`src/rtl/tictactoe_game.sv`:
```
// rtl/tictactoe_game.sv - two-player tic-tac-toe referee with move arbitration and win/draw detection
// Moves are taken in PLAY_X/PLAY_O, judged for one cycle in CHECK, and the result held in DONE.
module tictactoe_game (
  input  logic       clk,
  input  logic       reset,
  input  logic       new_game,
  input  logic       move_valid,
  input  logic [3:0] move_pos,
  output logic       move_ready,
  output logic       move_accept,
  output logic       move_reject,
  output logic [8:0] x,
  output logic [8:0] o,
  output logic       turn_o,
  output logic [3:0] move_count,
  output logic       game_over,
  output logic [1:0] winner
);

  localparam logic [1:0] PLAY_X = 2'd0;
  localparam logic [1:0] PLAY_O = 2'd1;
  localparam logic [1:0] CHECK  = 2'd2;
  localparam logic [1:0] DONE   = 2'd3;

  localparam logic [1:0] WIN_NONE = 2'b00;
  localparam logic [1:0] WIN_X    = 2'b01;
  localparam logic [1:0] WIN_O    = 2'b10;
  localparam logic [1:0] WIN_DRAW = 2'b11;

  logic [1:0] state_q, state_d;
  logic [8:0] x_q, x_d;
  logic [8:0] o_q, o_d;
  logic [3:0] count_q, count_d;
  logic       mover_o_q, mover_o_d;
  logic [1:0] winner_q, winner_d;
  logic       accept_q, accept_d;
  logic       reject_q, reject_d;

  logic [8:0] cell_sel;
  logic       pos_in_range;
  logic       cell_taken;
  logic       move_legal;
  logic [8:0] check_board;
  logic       line_hit;

  function automatic logic has_line(input logic [8:0] b);
    has_line = (b[0] & b[1] & b[2]) |
               (b[3] & b[4] & b[5]) |
               (b[6] & b[7] & b[8]) |
               (b[0] & b[3] & b[6]) |
               (b[1] & b[4] & b[7]) |
               (b[2] & b[5] & b[8]) |
               (b[0] & b[4] & b[8]) |
               (b[2] & b[4] & b[6]);
  endfunction

  // One-hot decode of the requested cell; out-of-range positions decode to all zeros.
  always_comb begin
    cell_sel = 9'd0;
    for (int i = 0; i < 9; i++) begin
      cell_sel[i] = (move_pos == 4'(i));
    end
  end

  assign pos_in_range = (move_pos <= 4'd8);
  assign cell_taken   = |(cell_sel & (x_q | o_q));
  assign move_legal   = pos_in_range && !cell_taken;

  // Only the player who just moved can have completed a line.
  assign check_board = mover_o_q ? o_q : x_q;
  assign line_hit    = has_line(check_board);

  always_comb begin
    state_d   = state_q;
    x_d       = x_q;
    o_d       = o_q;
    count_d   = count_q;
    mover_o_d = mover_o_q;
    winner_d  = winner_q;
    accept_d  = 1'b0;
    reject_d  = 1'b0;

    case (state_q)
      PLAY_X, PLAY_O: begin
        if (move_valid) begin
          if (move_legal) begin
            if (state_q == PLAY_O) begin
              o_d = o_q | cell_sel;
            end else begin
              x_d = x_q | cell_sel;
            end
            count_d   = count_q + 4'd1;
            mover_o_d = (state_q == PLAY_O);
            accept_d  = 1'b1;
            state_d   = CHECK;
          end else begin
            reject_d = 1'b1;
          end
        end
      end
      CHECK: begin
        if (line_hit) begin
          state_d  = DONE;
          winner_d = mover_o_q ? WIN_O : WIN_X;
        end else if (count_q == 4'd9) begin
          state_d  = DONE;
          winner_d = WIN_DRAW;
        end else begin
          state_d = mover_o_q ? PLAY_X : PLAY_O;
        end
      end
      default: begin
      end
    endcase
  end

  // new_game behaves exactly like reset and pre-empts any move request on the same edge.
  always_ff @(posedge clk) begin
    if (reset || new_game) begin
      state_q   <= PLAY_X;
      x_q       <= 9'd0;
      o_q       <= 9'd0;
      count_q   <= 4'd0;
      mover_o_q <= 1'b0;
      winner_q  <= WIN_NONE;
      accept_q  <= 1'b0;
      reject_q  <= 1'b0;
    end else begin
      state_q   <= state_d;
      x_q       <= x_d;
      o_q       <= o_d;
      count_q   <= count_d;
      mover_o_q <= mover_o_d;
      winner_q  <= winner_d;
      accept_q  <= accept_d;
      reject_q  <= reject_d;
    end
  end

  assign move_ready  = (state_q == PLAY_X) || (state_q == PLAY_O);
  assign move_accept = accept_q;
  assign move_reject = reject_q;
  assign x           = x_q;
  assign o           = o_q;
  assign turn_o      = (state_q == PLAY_O) || ((state_q == CHECK) && mover_o_q);
  assign move_count  = count_q;
  assign game_over   = (state_q == DONE);
  assign winner      = (state_q == DONE) ? winner_q : WIN_NONE;

endmodule

```
`config.mk`:
```
export PLATFORM = sky130hd
export DESIGN_NAME = tictactoe_game
export DESIGN_NICKNAME = d
export VERILOG_FILES = /design/src/rtl/tictactoe_game.sv
export SDC_FILE = /design/constraint.sdc
export NUM_CORES = 1
export LEC_CHECK = 0
export ABC_CLOCK_PERIOD_IN_PS = 2800
export CAP_MARGIN = 20
export CORE_MARGIN = 1
export CORE_UTILIZATION = 52
export CTS_CLUSTER_DIAMETER = 30
export DETAILED_ROUTE_END_ITERATION = 8
export GPL_TIMING_DRIVEN = 0
export PLACE_DENSITY = 0.84
export SLEW_MARGIN = 10
export SYNTH_ARGS = -nofsm -noshare
export SYNTH_HDL_FRONTEND = slang
export SYNTH_SLANG_ARGS = --single-unit
export TNS_END_PERCENT = 10
```
`constraint.sdc`:
```
create_clock -name clk -period 2.8 [get_ports clk]
set_input_delay 0.28 -clock clk [delete_from_list [all_inputs] [get_ports clk]]
set_output_delay 0.28 -clock clk [all_outputs]
set_load 0.02 [all_outputs]
```
==> flow_summary.ini <==
[synthesis]
yosys-top-cells-area = dfxtp_1 40%, a22o_1 4.8%, nor2_1 4.7%, a22oi_1 4.1%, nand2_1 3.6%
synth_warnings = 0
synth_common_cells = 29 x dfxtp_1, 18 x nor2_1, 14 x nand2_1, 11 x inv_1
seq_area_frac_synth_pct = 40.00
postSynthAreaPerCell_sq_um = 8.850
async_reset_ff_share_pct = 0
synth_top_area_cell = dfxtp_1
ys_types = 42
synth_area_sq_um = 1451
ys_ff_latch = 29
synthCells = 164
synth.most_common_cell = dfxtp_1
netlist.area_leader.share_pct = 40.00
synthesis.nets = 174
synth_flop_cell = dfxtp_1
synth_edf_count = 0

[placed_design]
hpwl_um = 2807
place_congestion = 0.8928
pre_cts_slack_ps = 217.0
numPortBuffers = 35
dp_cells = 229

[floorplan]
core_sq_um = 2567
dieHeight_um = 54.83
io_pins = 37
die_area_sq_um = 3006
rows = 18
initial_utilization_pct = 56.53
die_w_um = 54.83

[worst_setup_path]
reg2reg_setup_slack_ps = 710
cp-end-kind = output pin
crit_required_ps = 2520
cp.arrival_ps = 2060
r2r-start = o[8]
r2r-end = x[0]
r2r_cells = 5
worstPathMaxFanout = 10
startpoint_type = flop
crit_type = reg2out

[global_routing]
grtUsageTotal_pct = 28.43
grt_antenna_before_repair = 0
grt_pass1_vias = 1243
grt_max_degree = 11
grt_pass1_wl_um = 5871
gr-total-overflow = 0

[route]
viasPerCell = 6.246
drt-initial-drc-count = 54
drtPass1Iterations = 6
vias = 1474
drt_wl_total_um = 3848
drcViolationCount = 0
wl_per_cell_um = 16.31
ant_nets = 0

[hold_path]
min-delay-start = move_pos[0]
min_to = x[8]
hold_path_depth = 3
hp-class = in2reg

[status]
status = finished clean

[clock_tree]
clock_latency_ps = 330
hold_buffers = 0
post_cts_buffers = 0
clk_pin_slew_ps = 90
htree_levels = 2
cts_num_sinks = 29
cts_buffers = 5
cts_root_buf = clkbuf_4
cts_tree = built
clock_tree.buffer_depth = 2
cts-resized-gates = 0

[timing]
fin_crit_sh_pct = 83.45
period_minus_slack_ps = 2337
holdWs_ps = 393.0
setup_slack_ps = 463.3
drv_slew = 0
tns_ps = 0
rsz0062_at_grt = false
tightestPinTransition_ps = 689.0
fmax_mhz = 428.0
hold_viol = 0
slew_headroom_pct = 53.65
setup-violations-final = 0
clock_skew_ps = 8.451

[final_layout]
area_growth_pct = 30.52
post_layout_nonfiller_instances = 236
insertedDiodeCount = 0
nets = 216
drive_gt1_share_pct = 9.709

[power_and_ir_drop]
powerDensity_nw_per_um2 = 399.7
irDropWorstVdd_mv = 0.3838
p_leak_nw = 0.6143
power.total_mw = 0.7572

[run]
maxCapViolations = 0
[power by group]
part	switching (mW)	leakage (nW)	internal, mW
clock	0.147	0.0314	0.118
sequential	0.00338	0.234	0.415
combinational	0.0429	0.349	0.0301
[layout by cell type, fill, tap and decap left out, types with 2 or more instances in the layout]
cell | Yosys | final
a22o_1 | 8 | 8
clkbuf_4 | 0 | 5
o22ai_2 | 2 | 2
nor4_1 | 2 | 2
nor2_1 | 18 | 18
or4b_4 | 2 | 2
and3_1 | 3 | 3
buf_6 | 3 | 3
ha_1 | 2 | 2
o22ai_1 | 3 | 3
o32ai_1 | 4 | 4
nand3_1 | 4 | 4
a211oi_1 | 2 | 2
o21ai_1 | 6 | 6
a32o_1 | 4 | 4
mux2i_1 | 2 | 2
nand4bb_1 | 2 | 2
nor3_1 | 4 | 4
dfxtp_1 | 29 | 29
clkbuf_1 | 4 | 5
nand4_1 | 2 | 2
nand2_1 | 14 | 14
o31ai_1 | 2 | 2
inv_1 | 11 | 11
or3_1 | 2 | 2
clkdlybuf4s50_1 | 0 | 35
a22oi_1 | 8 | 8
a31o_1 | 3 | 3
a21oi_1 | 3 | 3
[critical path: stages (launching register included)]
cell and delay, ps:
dfxtp_1 430, inv_2 120, clkbuf_1 280, nor3_1 260
clkdlybuf4s50_1 640
[how the worst max path moves through the flow]
| stage | from | end | slack [ps] | cells after the start |
|---|---|---|---|---|
| final | state_q[0] | winner[1] | 460 | 4 |
| after global routing | move_pos[1] | x[7] | 320 | 6 |
| after CTS | state_q[0] | winner[1] | 470 | 4 |
| after detailed placement | move_pos[1] | mover_o_q | 220 | 8 |
| after global placement | move_pos[1] | x[0] | 260 | 6 |
| after floorplan | move_pos[0] | mover_o_q | 850 | 8 |
[flip-flops by register name, summed over array words and instances, names as in the netlist]
register,cells
mover_o_q,1
x,9
winner_q,2
o,9
move_accept,1
move_count,4
move_reject,1
state_q,2
[cell families (layout without fill, tap and decap cells)]
family / Yosys count / after routing / share of synthesized area, %
mux: 2 / 2 / 1.379
simple gates: 60 / 60 / 22.24
fa+ha+maj: 2 / 2 / 1.724
compound gates: 50 / 50 / 27.59
flops: 29 / 29 / 40.00
buf+inv: 21 / 63 / 7.068
[layer usage]
| metal | vias to the layer above | track usage, % | wire length (um) |
|---|---|---|---|
| met2 | 42 | 44.38 | 1790 |
| met5 | - | 0 | 0 |
| met1 | 719 | 37.77 | 1839 |
| met3 | 8 | 5.833 | 163 |
| li1 | 705 | - | - |
| met4 | 0 | 11.11 | 55 |
[final cells by class]
class / instances / area, sq um
multi-input cells: 114 / 768.2
fillers: 203 / 673.1
flip-flops and latches: 29 / 580.6
repair buffers: 35 / 350.3
plain buffers: 9 / 57.56
clock buffers: 7 / 55.05
inverters: 12 / 45.04
well taps: 30 / 37.54
[stage by stage]
step                      utilization [%]  instance area [sq um]
final                               73.78                   1894
after global routing                73.78                   1894
after CTS                           73.78                   1894
after floorplan                         -                   1451
after global placement              71.64                   1839
after detailed placement            71.64                   1839
(Power assumes the default switching activity.)
